### src/rtl/ysyx_220053_arb_pkg.sv
// Shared encodings for the fetch / load-store memory arbiter.
// Optional round-robin grant is enabled with YSYX_220053_ARB_RR_EN.
package ysyx_220053_arb_pkg;

  typedef enum logic [1:0] {
    IDLE = 2'd0,
    REQ  = 2'd1,
    RESP = 2'd2
  } arb_state_e;

  typedef enum logic {
    OWN_IF = 1'b0,
    OWN_LS = 1'b1
  } arb_owner_e;

endpackage

### src/rtl/ysyx_220053_arb_grant.sv
// Grant selection between fetch and load/store while the arbiter is idle.
// YSYX_220053_ARB_RR_EN selects round-robin; otherwise load/store has fixed priority.
module ysyx_220053_arb_grant
  import ysyx_220053_arb_pkg::*;
(
  input  logic       idle_i,
  input  logic       ls_valid_i,
`ifdef YSYX_220053_ARB_RR_EN
  input  logic       if_valid_i,
  input  arb_owner_e last_i,
`endif
  output logic       if_ready_o,
  output logic       ls_ready_o
);

`ifdef YSYX_220053_ARB_RR_EN
  logic if_pri;

  // On contention the requester that was not served last wins.
  assign if_pri = (last_i == OWN_LS);

  always_comb begin
    if_ready_o = 1'b0;
    ls_ready_o = 1'b0;
    if (idle_i) begin
      if_ready_o = !ls_valid_i || if_pri;
      ls_ready_o = !if_valid_i || !if_pri;
    end
  end
`else
  always_comb begin
    if_ready_o = 1'b0;
    ls_ready_o = 1'b0;
    if (idle_i) begin
      ls_ready_o = 1'b1;
      if_ready_o = !ls_valid_i;
    end
  end
`endif

endmodule

### src/rtl/ysyx_220053_mem_arbiter.sv
// Single-outstanding memory arbiter between instruction fetch and load/store.
// Define YSYX_220053_ARB_RR_EN for round-robin grant instead of load/store priority.
module ysyx_220053_mem_arbiter
  import ysyx_220053_arb_pkg::*;
#(
  parameter int unsigned ADDR_W = 64,
  parameter int unsigned DATA_W = 64
) (
  input  logic                clk,
  input  logic                rst,
  // fetch requester
  input  logic                if_req_valid,
  output logic                if_req_ready,
  input  logic [ADDR_W-1:0]   if_addr,
  output logic                if_resp_valid,
  // load/store requester
  input  logic                ls_req_valid,
  output logic                ls_req_ready,
  input  logic [ADDR_W-1:0]   ls_addr,
  input  logic                ls_wen,
  input  logic [DATA_W-1:0]   ls_wdata,
  input  logic [DATA_W/8-1:0] ls_wmask,
  output logic                ls_resp_valid,
  output logic [DATA_W-1:0]   resp_rdata,
  // memory side
  output logic                mem_req_valid,
  input  logic                mem_req_ready,
  output logic [ADDR_W-1:0]   mem_addr,
  output logic                mem_wen,
  output logic [DATA_W-1:0]   mem_wdata,
  output logic [DATA_W/8-1:0] mem_wmask,
  input  logic                mem_resp_valid,
  input  logic [DATA_W-1:0]   mem_rdata
);

  localparam int unsigned MaskW = DATA_W / 8;

  arb_state_e        state_q, state_d;
  arb_owner_e        owner_q, owner_d;
  logic [ADDR_W-1:0] addr_q,  addr_d;
  logic              wen_q,   wen_d;
  logic [DATA_W-1:0] wdata_q, wdata_d;
  logic [MaskW-1:0]  wmask_q, wmask_d;
`ifdef YSYX_220053_ARB_RR_EN
  arb_owner_e        last_q,  last_d;
`endif

  logic idle;
  logic if_ready;
  logic ls_ready;
  logic if_fire;
  logic ls_fire;
  logic resp_fire;

  // Reset forces every handshake output low, even mid-transaction.
  assign idle = (state_q == IDLE) && !rst;

  ysyx_220053_arb_grant u_grant (
    .idle_i     (idle),
    .ls_valid_i (ls_req_valid),
`ifdef YSYX_220053_ARB_RR_EN
    .if_valid_i (if_req_valid),
    .last_i     (last_q),
`endif
    .if_ready_o (if_ready),
    .ls_ready_o (ls_ready)
  );

  assign if_req_ready = if_ready;
  assign ls_req_ready = ls_ready;
  assign if_fire      = if_req_valid && if_ready;
  assign ls_fire      = ls_req_valid && ls_ready;

  always_comb begin
    state_d = state_q;
    owner_d = owner_q;
    addr_d  = addr_q;
    wen_d   = wen_q;
    wdata_d = wdata_q;
    wmask_d = wmask_q;
`ifdef YSYX_220053_ARB_RR_EN
    last_d  = last_q;
`endif
    unique case (state_q)
      IDLE: begin
        if (ls_fire) begin
          state_d = REQ;
          owner_d = OWN_LS;
          addr_d  = ls_addr;
          wen_d   = ls_wen;
          wdata_d = ls_wdata;
          wmask_d = ls_wmask;
`ifdef YSYX_220053_ARB_RR_EN
          last_d  = OWN_LS;
`endif
        end else if (if_fire) begin
          state_d = REQ;
          owner_d = OWN_IF;
          addr_d  = if_addr;
          wen_d   = 1'b0;
          wdata_d = '0;
          wmask_d = '0;
`ifdef YSYX_220053_ARB_RR_EN
          last_d  = OWN_IF;
`endif
        end
      end
      REQ: begin
        if (mem_req_ready) begin
          state_d = RESP;
        end
      end
      RESP: begin
        if (mem_resp_valid) begin
          state_d = IDLE;
        end
      end
      default: begin
        state_d = IDLE;
      end
    endcase
  end

  always_ff @(posedge clk) begin
    if (rst) begin
      state_q <= IDLE;
      owner_q <= OWN_IF;
      addr_q  <= '0;
      wen_q   <= 1'b0;
      wdata_q <= '0;
      wmask_q <= '0;
`ifdef YSYX_220053_ARB_RR_EN
      last_q  <= OWN_IF;
`endif
    end else begin
      state_q <= state_d;
      owner_q <= owner_d;
      addr_q  <= addr_d;
      wen_q   <= wen_d;
      wdata_q <= wdata_d;
      wmask_q <= wmask_d;
`ifdef YSYX_220053_ARB_RR_EN
      last_q  <= last_d;
`endif
    end
  end

  assign resp_fire     = (state_q == RESP) && mem_resp_valid && !rst;
  assign if_resp_valid = resp_fire && (owner_q == OWN_IF);
  assign ls_resp_valid = resp_fire && (owner_q == OWN_LS);
  assign resp_rdata    = mem_rdata;

  assign mem_req_valid = (state_q == REQ) && !rst;
  assign mem_addr      = addr_q;
  assign mem_wen       = wen_q;
  assign mem_wdata     = wdata_q;
  assign mem_wmask     = wmask_q;

endmodule
### config.mk
export PLATFORM = sky130hd
export DESIGN_NAME = ysyx_220053_mem_arbiter
export DESIGN_NICKNAME = d
export VERILOG_FILES = /design/src/rtl/ysyx_220053_arb_pkg.sv /design/src/rtl/ysyx_220053_arb_grant.sv /design/src/rtl/ysyx_220053_mem_arbiter.sv
export SDC_FILE = /design/constraint.sdc
export NUM_CORES = 1
export LEC_CHECK = 0
export BUFFER_PORTS_ARGS = -buffer_cell sky130_fd_sc_hd__buf_2
export CAP_MARGIN = 5
export CORE_AREA = 2 2 184 186
export DETAILED_ROUTE_END_ITERATION = 10
export DIE_AREA = 0 0 186 188
export GPL_ROUTABILITY_DRIVEN = 0
export PLACE_DENSITY = 0.42
export SLEW_MARGIN = 5
export SYNTH_ARGS = -nofsm -noshare
export SYNTH_HDL_FRONTEND = slang
export SYNTH_SLANG_ARGS = --single-unit
### constraint.sdc
create_clock -name clk -period 1.84 [get_ports clk]
set_clock_uncertainty 0.05 [all_clocks]
set_input_delay 0.276 -clock clk [delete_from_list [all_inputs] [get_ports clk]]
set_output_delay 0.276 -clock clk [all_outputs]
set_load 0.02 [all_outputs]
==> results.yml, run 1 <==
run_status:
  status: "finished clean"
pwr:
  p_total_mw: 8.84
  peakVddDrop_mv: 0.609
  power_density_nw_per_um2: 966
  p_leak_nw: 4.77
detailed_routing:
  drcViolationCount: 0
  met2_length_microns: 10300
  wire_per_inst_microns: 14.8
  ant_nets: 0
  drtIter0Drc: 137
  via_per_inst: 4.13
  wirelength_microns: 21000
  drt-met1-wl_microns: 8360
  top_layer_used: "met5"
  vias: 5837
  drtPass1Iterations: 6
  wl_met3_microns: 1670
floorplan:
  initial_utilization: 0.182
  core_region_area_sq_um: 33100
  rows: 67
  die_area_sq_um: 35000
  fp.dieH_microns: 188
  die_w_microns: 186
  boundaryPins: 477
layout:
  fin_util: 0.276
  num-nets-final: 1224
  diodes: 0
  layout-drive-gt1-share: 0.429
  fin_cells: 1414
  syn2layout_area_growth_pct: 51.5
  fillCellCount: 3588
  final_area_sq_um: 9150
timing:
  slew_viol_final: 0
  hold_viol: 0
  rsz0062_at_grt: "false"
  fmax_ghz: 0.591
  setup_ws_ns: 0.148
  whs_ns: 0.0623
  layout_min_cycle_time_ns: 1.69
  max_slew_margin: 0.716
  setup_viol: 0
  fin_tns_setup_ns: 0
  tightest_slew_ns: 0.426
  period_share: 0.920
yosys:
  synth-async-reset-ratio: 0
  synth-edff-count: 0
  yosys.area.top_type: "dfxtp_1"
  synth-seq-cells: 140
  synth_flop_cell: "dfxtp_1"
  mappedNetlistNets: 882
  synth_area_sq_um: 6040
  yosysWarnings: 0
  yosysSeqAreaShare: 0.464
  synth_area_per_cell_sq_um: 9.89
  synthDistinctLibCells: 31
  synth.area.top_cells: "dfxtp_1 (46%), a22o_1 (11%), a221oi_1 (8.7%), o22a_1 (8.7%), buf_4 (8.2%)"
  yosysMostFrequentCell: "dfxtp_1"
  synth_common_cells: "dfxtp_1 (140), a22o_1 (76), buf_4 (66), inv_1 (61)"
  synth_top_area_share: 0.464
  syn_inst: 611
cts:
  clkSlewWorstSetupHoldPaths_ns: 0.06
  cts-buffers-inserted: 17
  clk_latency_ns: 0.42
  cts-root-buf: "clkbuf_16"
  cts_sinks: 140
  clockBufferDepth: 2
  htreeDepth: 4
  cts_tree: "done"
placement:
  post_dp_cell_area_sq_um: 7800
  portBuffers: 348
  hpwlAfterDp_microns: 15000
  dp_slack_ns: 0.211
  place_inst: 1311
grt:
  grt_antenna_before_repair: 2
  grt_max_degree: 57
  overflow: 0
  grt_pass1_wl_microns: 31000
  grt_usage: 0.117
  grt_pass1_vias: 5839
job:
  drv_cap: 0
critical_path:
  path_class: "flip-flop to primary output"
  max_stage_delay_ns: 0.52
  path_max_fanout: 9
  crit_path_start_kind: "flip-flop"
  worstPathCellList: "nor3b_1 > buf_2"
  slowest_stage: "dfxtp_1"
  crit_family: "flip-flops"
  critical_path_required_ns: 1.51
  crit_buf_inv: 1
  crit_path_end_kind: "primary output"
  critical_path_arrival_ns: 1.37
min_path:
  hp-class: "primary input to flip-flop"
==> worst paths after layout <==
check	start	end	slack (ns)	cells past startpoint
hold / removal	ls_wdata[43]	mem_wdata[43]	0.06	2
setup reg to reg	state_q[0]	mem_wdata[7]	0.28	5
hold reg to reg	mem_wmask[6]	mem_wmask[6]	0.42	1
setup / recovery	state_q[0]	mem_req_valid	0.15	2
==> state kept, by name, indices dropped and copies added, names as in the netlist <==
| name | flops |
|---|---|
| mem_addr | 64 |
| mem_wdata | 64 |
| owner_q | 1 |
| mem_wmask | 8 |
| state_q | 2 |
| mem_wen | 1 |
==> routing by layer <==
metal,vias up,global-route usage
li1,2838,-
met1,2697,0.121
met2,252,0.205
met3,46,0.0388
met4,4,0.0642
met5,-,0
==> logic make-up after synthesis <==
family,count (synthesis),synth area share
DFF,140,0.464
buffers and inverters,183,0.181
AOI/OAI and AO/OA,204,0.293
and+or+nand+nor,84,0.0621
==> layout by cell type, fill, tap and decap left out, types with 2 or more instances in the layout <==
cell | synthesis | final
buf_12 | 0 | 9
clkbuf_1 | 25 | 3
inv_6 | 0 | 2
buf_2 | 14 | 347
clkbuf_8 | 0 | 3
nor3b_1 | 4 | 4
a22o_1 | 76 | 76
clkinvlp_4 | 0 | 2
dfxtp_1 | 140 | 139
dlygate4sd3_1 | 0 | 70
o22a_1 | 60 | 60
o21ai_0 | 3 | 3
buf_4 | 66 | 19
clkbuf_16 | 0 | 17
nor3_1 | 2 | 2
inv_1 | 61 | 61
nand2_1 | 7 | 7
nor2_1 | 60 | 60
bufinv_16 | 0 | 4
a221oi_1 | 60 | 60
==> timing repair <==
action,CTS,global route
gates resized for setup,1,1
buffers inserted,1,0
endpoints found under the setup margin,2,1
pin swaps,1,0
hold buffers,70,0
endpoints found under the hold margin,70,0
==> final cells by class <==
| type | instances | area [sq um] | area share |
|---|---|---|---|
| sequential | 140 | 2810 | 0.307 |
| timing repair buffer | 445 | 2760 | 0.302 |
| multi-input combinational | 288 | 2160 | 0.236 |
| tap | 448 | 561 | 0.0612 |
| clock buffer | 23 | 478 | 0.0522 |
| inverter | 61 | 229 | 0.0250 |
| clock inverter | 9 | 158 | 0.0172 |
==> worst reg2reg max path, delay by kind of cell, from the launching register on <==
kind	cells	cell delay, ns
and+or+nand+nor	2	0.44
DFF	1	0.41
AOI/OAI and AO/OA	1	0.21
buffers and inverters	2	0.41
==> report_power, final <==
group          switching [mW]  internal (mW)  total [mW]  leakage (nW)
logic                   0.909          0.760        1.67          3.32
registers               0.131           3.29        3.42          1.15
clock network            1.36           2.39        3.75         0.304
total                    2.40           6.43        8.84          4.77
(Power assumes the default switching activity.)
==> inputs of run 2 (changes only) <==
==> constraint.sdc (replaced) <==
create_clock -name clk -period 1.84 [get_ports clk]
set_clock_uncertainty 0.05 [all_clocks]
set_input_delay 0.276 -clock clk [delete_from_list [all_inputs] [get_ports clk]]
set_output_delay 0.276 -clock clk [all_outputs]
set_load 0.005 [all_outputs]
==> results.yml, run 2 (synthesis gave the netlist of run 1 again) <==
pwr:
  p_comb_frac: 0.161
  intPower_mw: 6.37
  power_density_nw_per_um2: 934
  p_clk_frac: 0.437
  switchingPower_mw: 2.12
  netSwitchingFraction: 0.250
  peakVddDrop_mv: 0.608
  p_total_mw: 8.49
  p_leak_nw: 4.75
  p_seq_frac: 0.403
floorplan:
  boundaryPins: 477
  die_area_sq_um: 35000
  rows: 67
  initial_utilization: 0.182
  core_region_area_sq_um: 33100
  die_w_microns: 186
  fp.dieH_microns: 188
detailed_routing:
  drtIter0Drc: 122
  ant_nets: 0
  via_per_inst: 4.11
  vias: 5792
  drcViolationCount: 0
  wire_per_inst_microns: 14.9
  drtPass1Iterations: 7
  wirelength_microns: 21000
timing:
  whs_ns: 0.0627
  rsz0062_at_grt: "false"
  tightest_slew_ns: 0.448
  period_share: 0.899
  fin_tns_setup_ns: 0
  fmax_ghz: 0.604
  setup_viol: 0
  hold_viol: 0
  max_slew_margin: 0.702
  slew_viol_final: 0
  layout_min_cycle_time_ns: 1.65
cts:
  cts-buffers-inserted: 17
  cts_tree: "done"
  htreeDepth: 4
  clockBufferDepth: 2
  cts_sinks: 140
  clk_latency_ns: 0.43
  clkSlewWorstSetupHoldPaths_ns: 0.06
  cts-root-buf: "clkbuf_16"
critical_path:
  crit_buf_inv: 1
  slowest_stage: "dfxtp_1"
  worstPathCellList: "nor3b_1 > buf_2"
  critical_path_required_ns: 1.51
  crit_family: "flip-flops"
  path_max_fanout: 9
  crit_path_end_kind: "primary output"
  crit_path_start_kind: "flip-flop"
  max_stage_delay_ns: 0.52
  path_class: "flip-flop to primary output"
  critical_path_arrival_ns: 1.33
layout:
  diodes: 0
  syn2layout_area_growth_pct: 50.5
  fin_util: 0.275
  fin_cells: 1409
  layout-drive-gt1-share: 0.426
  num-nets-final: 1219
  layout_commonest_cell: "buf_2"
  layout_common_cells: "buf_2 (347), dfxtp_1 (139), a22o_1 (76), dlygate4sd3_1 (71), inv_1 (61)"
job:
  drv_cap: 0
run_status:
  status: "finished clean"
grt:
  grt_antenna_before_repair: 2
  grt_usage: 0.117
  grt_pass1_vias: 5576
  overflow: 0
  grt_max_degree: 77
  grt_pass1_wl_microns: 30600
placement:
  hpwlAfterDp_microns: 14500
  place_inst: 1305
  portBuffers: 348
min_path:
  hp-class: "primary input to flip-flop"
-- run 2: cell types whose count changed in the layout (fill, tap and decap cells not counted) --
cell	change
clkinv_4	+1
clkinvlp_4	-1
dfxtp_4	-1
clkinv_2	+3
clkbuf_8	-1
dfxtp_2	+1
dlygate4sd3_1	+1
buf_4	-5
inv_6	-1
clkbuf_1	-1
buf_12	-1
-- run 2: final cells by class --
type	instances	area [sq um]
Sequential cell	140	2800
Multi-Input combinational cell	288	2160
Inverter	61	229
Timing Repair Buffer	440	2710
Clock buffer	21	460
Fill cell	3549	24000
Clock inverter	11	165
Tap cell	448	561
-- run 2: worst paths after layout --
check | start | endpoint | slack (ns) | cells after the start
worst max-delay path | state_q[0] | mem_req_valid | 0.19 | 2
worst min-delay path | ls_wmask[4] | mem_wmask[4] | 0.06 | 2
worst max register to register | state_q[0] | mem_wdata[43] | 0.25 | 4
worst min register to register | mem_wdata[33] | mem_wdata[33] | 0.42 | 1
-- run 2: power by group through the flow --
| stage | clock (mW) | combinational [mW] | sequential (mW) |
|---|---|---|---|
| floorplan | 0 | 0.718 | 3.50 |
| global placement | 0 | 1.27 | 3.48 |
| detailed placement | 0 | 1.27 | 3.48 |
| CTS | 3.88 | 1.40 | 3.42 |
| global route | 4.03 | 1.51 | 3.45 |
| finish | 3.71 | 1.36 | 3.42 |
-- run 2: through the flow --
stage          cell area, sq um  setup slack, ns
2_1_floorplan              6040            0.478
3_3_place_gp               7750            0.129
3_5_place_dp               7750            0.129
4_1_cts                    9090           0.0397
5_1_grt                    9090           0.0847
6_report                   9090            0.185
-- run 2: repair_timing --
item                                    in CTS  in global routing
gates resized for setup                      0                  1
hold endpoints to repair                    71                  0
hold buffers                                71                  0
cloned                                       0                  0
setup buffers                                1                  0
pin swaps                                    1                  0
endpoints found under the setup margin       1                  2
-- run 2: layer usage --
| metal | routed length [microns] | vias to the layer above | GRT usage |
|---|---|---|---|
| met1 | 8520 | 2662 | 0.127 |
| met5 | 27 | - | 0 |
| met4 | 579 | 4 | 0.0621 |
| met3 | 1760 | 43 | 0.0398 |
| li1 | - | 2827 | - |
| met2 | 10100 | 256 | 0.198 |
==> inputs of run 3 (changes only) <==
--- a/config.mk
+++ b/config.mk
@@ -12,6 +12,7 @@
 export DIE_AREA = 0 0 186 188
 export GPL_ROUTABILITY_DRIVEN = 0
 export PLACE_DENSITY = 0.42
+export RECOVER_POWER = 25
 export SLEW_MARGIN = 5
 export SYNTH_ARGS = -nofsm -noshare
 export SYNTH_HDL_FRONTEND = slang
==> results.yml, run 3 (synthesis gave the netlist of run 1 again) <==
detailed_routing:
  drcViolationCount: 0
  ant_nets: 0
  drtIter0Drc: 120
  vias: 5789
  drtPass1Iterations: 7
  wirelength_microns: 21000
  wire_per_inst_microns: 14.9
  via_per_inst: 4.11
critical_path:
  path_class: "flip-flop to primary output"
  critical_path_arrival_ns: 1.33
  path_max_fanout: 9
  rrSetupSlack_ns: 0.24
  crit_path_start_kind: "flip-flop"
  crit_path_end_kind: "primary output"
  critical_path_required_ns: 1.51
cts:
  cts-root-buf: "clkbuf_16"
  cts_sinks: 140
  cts-buffers-inserted: 17
  htreeDepth: 4
  clkSlewWorstSetupHoldPaths_ns: 0.06
  cts_tree: "done"
  clockBufferDepth: 2
  clk_latency_ns: 0.43
grt:
  grt_max_degree: 77
  grt_pass1_vias: 5576
  overflow: 0
  grt_usage: 0.117
  grt_pass1_wl_microns: 30600
  grt_antenna_before_repair: 2
timing:
  slew_viol_final: 0
  setup_ws_ns: 0.186
  fin_tns_setup_ns: 0
  setup_viol: 0
  fmax_ghz: 0.605
  layout_min_cycle_time_ns: 1.65
  max_slew_margin: 0.702
  rsz0062_at_grt: "false"
  hold_viol: 0
  period_share: 0.899
  tightest_slew_ns: 0.448
  whs_ns: 0.0617
floorplan:
  fp.dieH_microns: 188
  boundaryPins: 477
  die_area_sq_um: 35000
  core_region_area_sq_um: 33100
  die_w_microns: 186
  initial_utilization: 0.182
  rows: 67
run_status:
  status: "finished clean"
layout:
  syn2layout_area_growth_pct: 50.2
  multi_input_area_sq_um: 2160
  diodes: 0
  layout_common_cells: "buf_2 (334), dfxtp_1 (139), a22o_1 (76), dlygate4sd3_1 (71), inv_1 (61)"
  regArea_sq_um: 2800
  num-nets-final: 1219
  layout-drive-gt1-share: 0.412
  fillCellCount: 3558
  fin_cells: 1409
  layout_commonest_cell: "buf_2"
placement:
  hpwlAfterDp_microns: 14500
  portBuffers: 348
  dp_slack_ns: 0.129
  place_inst: 1305
min_path:
  hp-class: "primary input to flip-flop"
pwr:
  p_leak_nw: 4.70
  peakVddDrop_mv: 0.608
  intPower_mw: 6.36
  switchingPower_mw: 2.13
  power_density_nw_per_um2: 935
  p_total_mw: 8.49
  netSwitchingFraction: 0.250
  p_clk_frac: 0.437
  p_comb_frac: 0.160
  p_seq_frac: 0.403
job:
  drv_cap: 0
## run 3: cell types whose count changed in the layout (fill, tap and decap cells not counted)
cell      before  now
buf_2        347  334
clkbuf_1       2   15
## run 3: layout make-up
type,count,share of cell area
clock buffers,21,0.0507
clock inverters,11,0.0182
inverters,61,0.0252
multi-input cells,288,0.238
flip-flops and latches,140,0.309
well taps,448,0.0618
repair buffers,440,0.297
## run 3: metrics by stage
stage          utilization  instance area [sq um]
5_1_grt              0.274                   9080
2_1_floorplan            -                   6040
3_3_place_gp         0.234                   7750
4_1_cts              0.275                   9090
3_5_place_dp         0.234                   7750
6_report             0.274                   9080
## run 3: per-layer routing
metal,part of all wire,global-route usage
met1,0.41,0.127
met2,0.48,0.198
met3,0.083,0.0398
met4,0.028,0.0621
met5,0.0013,0
## run 3: final timing paths
kind | from | to | cells after the start
worst max-delay path | state_q[0] | mem_req_valid | 2
worst min-delay path | ls_wmask[4] | mem_wmask[4] | 2
worst max register to register | state_q[0] | mem_wdata[43] | 4
worst min register to register | mem_wdata[33] | mem_wdata[33] | 1
## run 3: power by group through the flow
stage | combinational, mW | clock [mW] | sequential [mW]
after floorplan | 0.718 | 0 | 3.50
after global placement | 1.27 | 0 | 3.48
after detailed placement | 1.27 | 0 | 3.48
after CTS | 1.40 | 3.88 | 3.42
after global routing | 1.50 | 4.03 | 3.45
final | 1.36 | 3.71 | 3.42
## run 3: timing repair
item | in CTS | in global routing
hold buffers | 71 | 0
resized for setup | 0 | 1
pin swaps | 1 | 0
gates cloned | 0 | 0
setup buffers | 1 | 0
endpoints found under the setup margin | 1 | 2
endpoints found under the hold margin | 71 | 0
## run 3: worst max-delay path, stage by stage, from the launching register on
cell	delay [ns]
dfxtp_1	0.52
nor3b_1	0.22
buf_2	0.15
